## config.mk

```make
export PLATFORM = sky130hd
export DESIGN_NAME = uart_tx_flat
export DESIGN_NICKNAME = d
export VERILOG_FILES = /design/src/rtl/uart_pkg.sv /design/src/rtl/uart_tx_if.sv /design/src/rtl/uart_baud_gen.sv /design/src/rtl/uart_tx.sv /design/src/flat_wrapper.sv
export SDC_FILE = /design/constraint.sdc
export NUM_CORES = 1
export LEC_CHECK = 0
export ABC_CLOCK_PERIOD_IN_PS = 5700
export CAP_MARGIN = 25
export CORE_MARGIN = 1
export CORE_UTILIZATION = 45
export CTS_BUF_LIST = sky130_fd_sc_hd__clkbuf_4
export DETAILED_ROUTE_END_ITERATION = 10
export GPL_TIMING_DRIVEN = 1
export PLACE_DENSITY = 0.67
export SLEW_MARGIN = 25
export SYNTH_ARGS = -nofsm -noshare
export SYNTH_HDL_FRONTEND = slang
export SYNTH_SLANG_ARGS = --single-unit
```

## constraint.sdc

```tcl
create_clock -name clk_in -period 5.7 [get_ports clk_in]
set_input_delay 1.14 -clock clk_in [delete_from_list [all_inputs] [get_ports clk_in]]
set_output_delay 1.14 -clock clk_in [all_outputs]
set_load 0.02 [all_outputs]
```

## src/rtl/uart_pkg.sv

```systemverilog
// Shared types and constants for the UART transmitter (and a future receiver).
package uart_pkg;

    typedef enum logic [2:0] {
        IDLE   = 3'd0,
        START  = 3'd1,
        DATA   = 3'd2,
        PARITY = 3'd3,
        STOP   = 3'd4
    } tx_state_t;

    localparam logic UART_IDLE_LEVEL  = 1'b1;
    localparam logic UART_START_LEVEL = 1'b0;

    // Serial bits in one frame: start + data + optional parity + stop.
    function automatic int uart_frame_bits(input int data_bits, input int stop_bits,
                                           input int parity_en);
        return 1 + data_bits + parity_en + stop_bits;
    endfunction

endpackage

```

## src/rtl/uart_tx_if.sv

```systemverilog
// Core-to-transmitter valid/ready word handshake.
interface uart_tx_if #(
    parameter int DATA_BITS = 8
);
    logic [DATA_BITS-1:0] tx_data_in;
    logic                 tx_valid_in;
    logic                 tx_ready_out;

    modport master (output tx_data_in, output tx_valid_in, input tx_ready_out);
    modport slave  (input tx_data_in, input tx_valid_in, output tx_ready_out);
endinterface

```

## src/rtl/uart_baud_gen.sv

```systemverilog
// Bit-period timer: counts 0..CLKS_PER_BIT-1 and flags the wrap cycle.
module uart_baud_gen #(
    parameter int CLKS_PER_BIT = 1
) (
    input  logic clk_in,
    input  logic rst_in,
    input  logic clear,
    output logic bit_tick
);
    localparam int CNT_W = (CLKS_PER_BIT > 1) ? $clog2(CLKS_PER_BIT) : 1;
    localparam logic [CNT_W-1:0] CNT_MAX = CNT_W'(CLKS_PER_BIT - 1);

    logic [CNT_W-1:0] cnt;

    assign bit_tick = (cnt == CNT_MAX);

    always_ff @(posedge clk_in) begin
        if (rst_in || clear)
            cnt <= '0;
        else if (bit_tick)
            cnt <= '0;
        else
            cnt <= cnt + CNT_W'(1);
    end
endmodule

```

## src/rtl/uart_tx.sv

```systemverilog
// 8N1-style serial transmitter with a one-word holding register.
// Define UART_TX_PARITY_EN to insert an even-parity bit after the data bits.
module uart_tx
    import uart_pkg::*;
#(
    parameter int CLKS_PER_BIT = 1,
    parameter int DATA_BITS    = 8,
    parameter int STOP_BITS    = 1
) (
    input  logic          clk_in,
    input  logic          rst_in,
    uart_tx_if.slave      tx,
    output logic          txd_out,
    output logic          tx_busy_out
);
    localparam int BIT_W = $clog2(DATA_BITS);

    tx_state_t            state, state_n;
    logic [BIT_W-1:0]     bit_cnt, bit_n;
    logic [DATA_BITS-1:0] shifter, shift_n;
    logic [DATA_BITS-1:0] hold_data, hold_d_n;
    logic                 hold_valid, hold_v_n;
    logic                 txd_n;
    logic                 bit_tick;
    logic                 accept;
    logic                 last_stop;
`ifdef UART_TX_PARITY_EN
    logic                 par_bit, par_n;
`endif

    uart_baud_gen #(.CLKS_PER_BIT(CLKS_PER_BIT)) u_baud (
        .clk_in   (clk_in),
        .rst_in   (rst_in),
        .clear    (state == IDLE),
        .bit_tick (bit_tick)
    );

    assign tx.tx_ready_out = !hold_valid;
    assign accept          = tx.tx_valid_in && tx.tx_ready_out;
    assign last_stop       = (state == STOP) && bit_tick &&
                             (bit_cnt == BIT_W'(STOP_BITS - 1));
    assign tx_busy_out     = (state != IDLE) || hold_valid;

    always_ff @(posedge clk_in) begin
        if (rst_in) begin
            state      <= IDLE;
            bit_cnt    <= '0;
            shifter    <= '0;
            hold_data  <= '0;
            hold_valid <= 1'b0;
            txd_out    <= UART_IDLE_LEVEL;
`ifdef UART_TX_PARITY_EN
            par_bit    <= 1'b0;
`endif
        end else begin
            state      <= state_n;
            bit_cnt    <= bit_n;
            shifter    <= shift_n;
            hold_data  <= hold_d_n;
            hold_valid <= hold_v_n;
            txd_out    <= txd_n;
`ifdef UART_TX_PARITY_EN
            par_bit    <= par_n;
`endif
        end
    end

    always_comb begin
        state_n  = state;
        bit_n    = bit_cnt;
        shift_n  = shifter;
        hold_d_n = hold_data;
        hold_v_n = hold_valid;
        txd_n    = txd_out;
`ifdef UART_TX_PARITY_EN
        par_n    = par_bit;
`endif

        // A word arriving on the final stop edge bypasses hold and starts at once.
        if (accept && state != IDLE && !last_stop) begin
            hold_d_n = tx.tx_data_in;
            hold_v_n = 1'b1;
        end

        case (state)
            IDLE: begin
                if (accept) begin
                    shift_n = tx.tx_data_in;
`ifdef UART_TX_PARITY_EN
                    par_n   = ^tx.tx_data_in;
`endif
                    state_n = START;
                    txd_n   = UART_START_LEVEL;
                end
            end
            START: begin
                if (bit_tick) begin
                    txd_n   = shifter[0];
                    shift_n = {1'b0, shifter[DATA_BITS-1:1]};
                    bit_n   = '0;
                    state_n = DATA;
                end
            end
            DATA: begin
                if (bit_tick) begin
                    if (bit_cnt == BIT_W'(DATA_BITS - 1)) begin
                        bit_n   = '0;
`ifdef UART_TX_PARITY_EN
                        state_n = PARITY;
                        txd_n   = par_bit;
`else
                        state_n = STOP;
                        txd_n   = UART_IDLE_LEVEL;
`endif
                    end else begin
                        bit_n   = bit_cnt + BIT_W'(1);
                        txd_n   = shifter[0];
                        shift_n = {1'b0, shifter[DATA_BITS-1:1]};
                    end
                end
            end
`ifdef UART_TX_PARITY_EN
            PARITY: begin
                if (bit_tick) begin
                    state_n = STOP;
                    txd_n   = UART_IDLE_LEVEL;
                end
            end
`endif
            STOP: begin
                if (last_stop) begin
                    if (hold_valid) begin
                        shift_n  = hold_data;
`ifdef UART_TX_PARITY_EN
                        par_n    = ^hold_data;
`endif
                        hold_v_n = 1'b0;
                        state_n  = START;
                        txd_n    = UART_START_LEVEL;
                    end else if (accept) begin
                        shift_n  = tx.tx_data_in;
`ifdef UART_TX_PARITY_EN
                        par_n    = ^tx.tx_data_in;
`endif
                        state_n  = START;
                        txd_n    = UART_START_LEVEL;
                    end else begin
                        state_n  = IDLE;
                    end
                end else if (bit_tick) begin
                    bit_n = bit_cnt + BIT_W'(1);
                end
            end
            default: begin
                state_n = IDLE;
                txd_n   = UART_IDLE_LEVEL;
            end
        endcase
    end
endmodule

```

## src/flat_wrapper.sv

```systemverilog
// flat-port wrapper written by rule: the top's interface ports become plain ports
module uart_tx_flat import uart_pkg::*;
#(
    parameter int CLKS_PER_BIT = 1,
    parameter int DATA_BITS    = 8,
    parameter int STOP_BITS    = 1
)
  (clk_in, rst_in, txd_out, tx_busy_out, tx_tx_data_in, tx_tx_valid_in, tx_tx_ready_out);
  uart_tx_if #(.DATA_BITS(DATA_BITS)) tx_i ();
  input  logic clk_in;
  input  logic rst_in;
  output logic txd_out;
  output logic tx_busy_out;
  input wire logic [$bits(tx_i.tx_data_in)-1:0] tx_tx_data_in;
  input wire logic [$bits(tx_i.tx_valid_in)-1:0] tx_tx_valid_in;
  output wire logic [$bits(tx_i.tx_ready_out)-1:0] tx_tx_ready_out;
  assign tx_i.tx_data_in = tx_tx_data_in;
  assign tx_i.tx_valid_in = tx_tx_valid_in;
  assign tx_tx_ready_out = tx_i.tx_ready_out;
  uart_tx #(.CLKS_PER_BIT(CLKS_PER_BIT), .DATA_BITS(DATA_BITS), .STOP_BITS(STOP_BITS)) u_core (.clk_in(clk_in), .rst_in(rst_in), .tx(tx_i), .txd_out(txd_out), .tx_busy_out(tx_busy_out));
endmodule
```

# ---- After elaboration in Yosys (flattened, before gate mapping)
# Cells that the tools add are included.
dict set report word_totals {
  inputBits 11
  ff_bits 25
  word_cells 73
  output_inout_bits 3
}
dict set report op_classes {
  muxes 32
  bitwise_logic 1
  eq_ne 12
  addsub 2
  reduce_logical 19
}
# op n
set op_table {}
lappend op_table {{8-bit 2-to-1 mux} 6}
lappend op_table {{3-bit 2-to-1 mux} 11}
lappend op_table {{8-bit case mux with 4 select lines} 1}
lappend op_table {{5-bit AND reduction} 3}
lappend op_table {{3-bit case mux with 4 select lines} 1}
lappend op_table {{1-bit 2-to-1 mux} 11}
lappend op_table {{2-bit inequality test (second input constant)} 5}
lappend op_table {{3-bit case mux with 3 select lines} 1}
lappend op_table {{3-bit equality test (second input constant)} 2}
lappend op_table {{3-bit zero test} 2}
lappend op_table {{2-bit by 1-bit inequality test with 1-bit output (second input constant)} 3}
lappend op_table {{3-bit nonzero test} 2}
lappend op_table {{1-bit logical AND} 5}
lappend op_table {{1-bit case mux with 4 select lines} 1}
lappend op_table {{4-bit nonzero test} 1}
lappend op_table {{3-bit by 1-bit adder with 3-bit output (second input constant)} 1}
lappend op_table {{3-bit by 1-bit equality test with 1-bit output (second input constant)} 1}
lappend op_table {{3-bit by 2-bit equality test with 1-bit output (second input constant)} 1}
lappend op_table {{3-bit AND reduction} 1}
lappend op_table {{1-bit zero test} 2}
lappend op_table {{1-bit logical OR} 2}
lappend op_table {{2-bit OR reduction} 1}
lappend op_table {{1-bit adder (second input constant)} 1}
lappend op_table {{1-bit inverter} 1}

# ---- Logic depth before layout (Yosys ltp)
dict set report depth {
  word_depth 9
  depth_mapped 8
  ltp_nobuf 7
}

# ---- By module
# From an unflattened synthesis, not the netlist that was laid out.
dict set report unflattened {
  cells_unflattened 169
  area_unflattened_um2 1471.4
}
# mod cells_per_inst area_per_inst_um2 seq_area_each_um2 instances
set by_module_without_submodules {}
lappend by_module_without_submodules {uart_tx 166 1443.9 480.5 1}
lappend by_module_without_submodules {uart_baud_gen 3 27.5 20.0 1}

# ---- Worst setup path after synthesis
# Ideal clock, no wire load.
dict set report synth_path {
  path_type {reg2out}
  startpoint {register u_core.state[0]}
  endpoint {output tx_busy_out}
  path_stages_with_launch 4
  n_path_buf 2
  t_required_ps 4560
  path_slack_ps 3228
  arrival_ps 1332
  cell_sequence {dfxtp_1 -> buf_2 -> clkbuf_1 -> or4_1}
}
dict set report synth_between {
  elab_chain_len 2
}
# element line
set synth_lines {}
lappend synth_lines {{start: declaration} uart_tx.sv:18} ;# tx_state_t state, state_n;
lappend synth_lines {{start signal: assignment} uart_tx.sv:56} ;# state <= state_n;
lappend synth_lines {{3-bit nonzero test} uart_tx.sv:42} ;# assign tx_busy_out = (state != IDLE) || hold_valid;
lappend synth_lines {{1-bit logical OR} uart_tx.sv:42}
lappend synth_lines {{end: declaration} flat_wrapper.sv:13} ;# output logic tx_busy_out;
# No other way between the ends.

# ---- Final worst setup path
# Same ends and word-level chain as after synthesis.

==> impl_metrics.env <==
export IMPL_core_area_um2=3080
export IMPL_clockPowerShare_pct=13.8
export IMPL_maxCapViolCount=0
export IMPL_syn_cell_area_um2=1480
export IMPL_synth_most_common_cell="nor2_1"
export IMPL_yosys_area_top_type="dfxtp_1"
export IMPL_min_to="u_core.bit_cnt[1]"
export IMPL_gr_usage_all_layers_pct=18.8
export IMPL_ys_seq_area_share_pct=33.9
export IMPL_diodes=0
export IMPL_synth_common_cells="nor2_1 (26), dfxtp_1 (25), mux2i_1 (18)"
export IMPL_clkSlewWorstSetupHoldPaths_ps=120
export IMPL_outcome="completed"
export IMPL_ys_top_cells_by_area="dfxtp_1 (34%), mux2i_1 (12%), nor2_1 (6.6%), a211oi_1 (4.1%), nor3_1 (3.0%)"
export IMPL_cts_tree="done"
export IMPL_syn_area_per_cell_um2=8.85
export IMPL_initial_core_util_pct=48.0
export IMPL_setup_viol=0
export IMPL_first_global_vias=1143
export IMPL_hp_class="reg2reg"
export IMPL_timing_fmax_mhz=313
export IMPL_syn2layout_area_growth_pct=10.5
export IMPL_cp_arrival_ps=2050
export IMPL_cts_hold_buf=0
export IMPL_p_comb_share_pct=41.3
export IMPL_crit_fanout=22
export IMPL_wire_per_inst_um=14.4
export IMPL_grt_overflow=0
export IMPL_row_count=20
export IMPL_synth_fp_nets=181
export IMPL_cts_setup_buffers=0
export IMPL_gp_congestion=0.782
export IMPL_nNetsFinal=186
export IMPL_grt_max_degree=26
export IMPL_synth_area_mux_share_pct=13.7
export IMPL_port_buffers=13
export IMPL_synthArstFlopShare_pct=0
export IMPL_multi_input_area_um2=902
export IMPL_final_seq_area_um2=500
export IMPL_synth_seq_cells=25
export IMPL_worstHoldPathCells=2
export IMPL_min_period_ps=3190
export IMPL_relSlewSlack_pct=37.3
export IMPL_crit_type="reg2out"
export IMPL_whs_ps=508
export IMPL_synth_top_family_by_area="compound AO/OA/AOI/OAI gates"
export IMPL_synth_compound_area_share_pct=22.1
export IMPL_fin_crit_sh_pct=56.0
export IMPL_dp_hpwl_mm=2.17
export IMPL_worstHoldStart="u_core.bit_cnt[1]"
export IMPL_cts_sinks=25
export IMPL_cp_start_kind="flop"
export IMPL_die_width_um=59.3
export IMPL_powerDensity_nw_per_um2=365
export IMPL_hold_viol=0
export IMPL_tightestPinTransition_ps=937
export IMPL_drt_initial_drc_count=73
export IMPL_ff2ff_setup_slack_ps=3240
export IMPL_fin_worst_skew_ps=8.78
export IMPL_fp_dieH_um=59.3
export IMPL_synth_cell_types=46
export IMPL_finalWirelength_mm=3.09
export IMPL_worst_r2r_cell_count=5
export IMPL_clk_latency_ps=310
export IMPL_tns_ps=0
export IMPL_finalMaxSlewViolations=0
export IMPL_drc=0
export IMPL_synth_xor_area_share_pct=0.593
export IMPL_r2r_start="u_core.state[0]"
export IMPL_netlist_instances=167
export IMPL_antenna_found_initial=0
export IMPL_ant_nets=0
export IMPL_cp_required_ps=4560
export IMPL_worst_slack_ps=2510
export IMPL_cts_buffer_depth=2
export IMPL_leakagePower_nw=0.628
export IMPL_netlist_area_leader_share_pct=33.9
export IMPL_netSwitchingPower_mw=0.233
export IMPL_drive_above_1_share_pct=9.36
export IMPL_r2r_end="u_core.shifter[4]"
export IMPL_yosys_most_used_dff="dfxtp_1"
export IMPL_cts_root_buf="clkbuf_4"
export IMPL_dieArea_um2=3520
export IMPL_dp_slack_ps=2620
export IMPL_htreeDepth=1
export IMPL_vias_per_cell=5.82
export IMPL_synth_edf_count=0
export IMPL_p_int_mw=0.363
export IMPL_rsz0062_at_grt="false"
export IMPL_nFillCells=299
export IMPL_ys_warnings_count=0
export IMPL_synthSimpleGateAreaFrac_pct=21.8
export IMPL_ctsResizeCount=0
export IMPL_ir_drop_v=0.000161
export IMPL_grt_pass1_wl_mm=5.07
export IMPL_vias=1252
export IMPL_seq_power_share_pct=44.9
export IMPL_io_pins=14
export IMPL_numCtsBuffers=3
export IMPL_synthAdderAreaFrac_pct=2.54
export IMPL_first_pass_iters=4
export IMPL_critical_path_endpoint_type="output pin"
export IMPL_sw_frac_of_total_pct=39.0
[worst max path at each step]
stage | slack (ps) | endpoint | cells past startpoint | startpoint
detailed placement | 2620 | u_core.hold_data[1] | 5 | tx_tx_valid_in
global route | 2390 | tx_busy_out | 2 | u_core.state[0]
global placement | 2670 | u_core.hold_data[6] | 5 | tx_tx_valid_in
CTS | 2510 | tx_busy_out | 2 | u_core.state[0]
finish | 2510 | tx_busy_out | 2 | u_core.state[0]
floorplan | 3230 | tx_busy_out | 3 | u_core.state[0]
[metal layers]
layer	vias to the layer above	global-route usage (%)	wire length, µm
li1	620	-	-
met1	578	26.2	1430
met2	52	29.5	1450
met3	2	2.18	193
met4	0	7.48	20
met5	-	0	0
[layout make-up]
class	instances	share of cell area (%)
multi-input combinational	125	55.2
sequential	25	30.7
timing repair buffer	13	7.97
tap	44	3.37
clock buffer	4	1.84
inverter	4	0.920
[per-stage QoR]
step                power, mW  util [%]  cell area (µm²)  std cells
floorplan               0.455         -             1480        167
global placement        0.509      52.1             1600        211
detailed placement      0.515      52.1             1600        211
CTS                     0.599      53.0             1630        215
global route            0.638      53.0             1630        215
finish                  0.596      53.0             1630        215
[sequential cells by signal, summed over array words and instances (netlist names)]
name / cells
u_core.bit_cnt: 3
u_core.hold_data: 8
u_core.hold_valid: 1
u_core.shifter: 8
u_core.state: 3
u_core.txd_out: 1
u_core.u_baud.cnt: 1
[worst max-delay path, cell delays in order (launching register included)]
cell             delay (ps)
dfxtp_1                 590
or4_1                   610
clkdlybuf4s50_1         540
[logic make-up (layout without fill, tap and decap cells)]
| group | count (synthesis) | count (layout) |
|---|---|---|
| and+or+nand+nor | 59 | 59 |
| AOI/OAI and AO/OA | 41 | 41 |
| xor gates and xnor gates | 1 | 1 |
| other | 1 | 1 |
| DFF | 25 | 25 |
| adders and majority gates | 3 | 3 |
| muxes | 20 | 20 |
| buffers and inverters | 17 | 21 |
[cells in the final DEF (no fill, tap or decap), types with 2 or more instances in the layout]
cell type	netlist	final
o22ai_1	7	7
mux2_2	2	2
a211oi_1	8	8
clkbuf_4	0	4
o31ai_1	2	2
a22oi_1	6	6
nor2b_1	4	4
clkdlybuf4s50_1	0	13
a21oi_1	2	2
mux2i_1	18	18
o211ai_1	2	2
nand2_1	5	5
nor2_1	26	26
dfxtp_1	25	25
nor3_1	9	9
nand2b_1	3	3
nor3b_2	2	2
inv_1	4	4
ha_1	3	3
o21ai_0	2	2
[power groups by stage]
stage | Clock, mW | Combinational [mW] | Sequential [mW]
3_5_place_dp | 0 | 0.246 | 0.269
6_report | 0.0823 | 0.246 | 0.268
2_1_floorplan | 0 | 0.213 | 0.242
3_3_place_gp | 0 | 0.240 | 0.269
5_1_grt | 0.0932 | 0.271 | 0.274
4_1_cts | 0.0865 | 0.247 | 0.265
No activity file was read; power rests on OpenSTA's default activity.
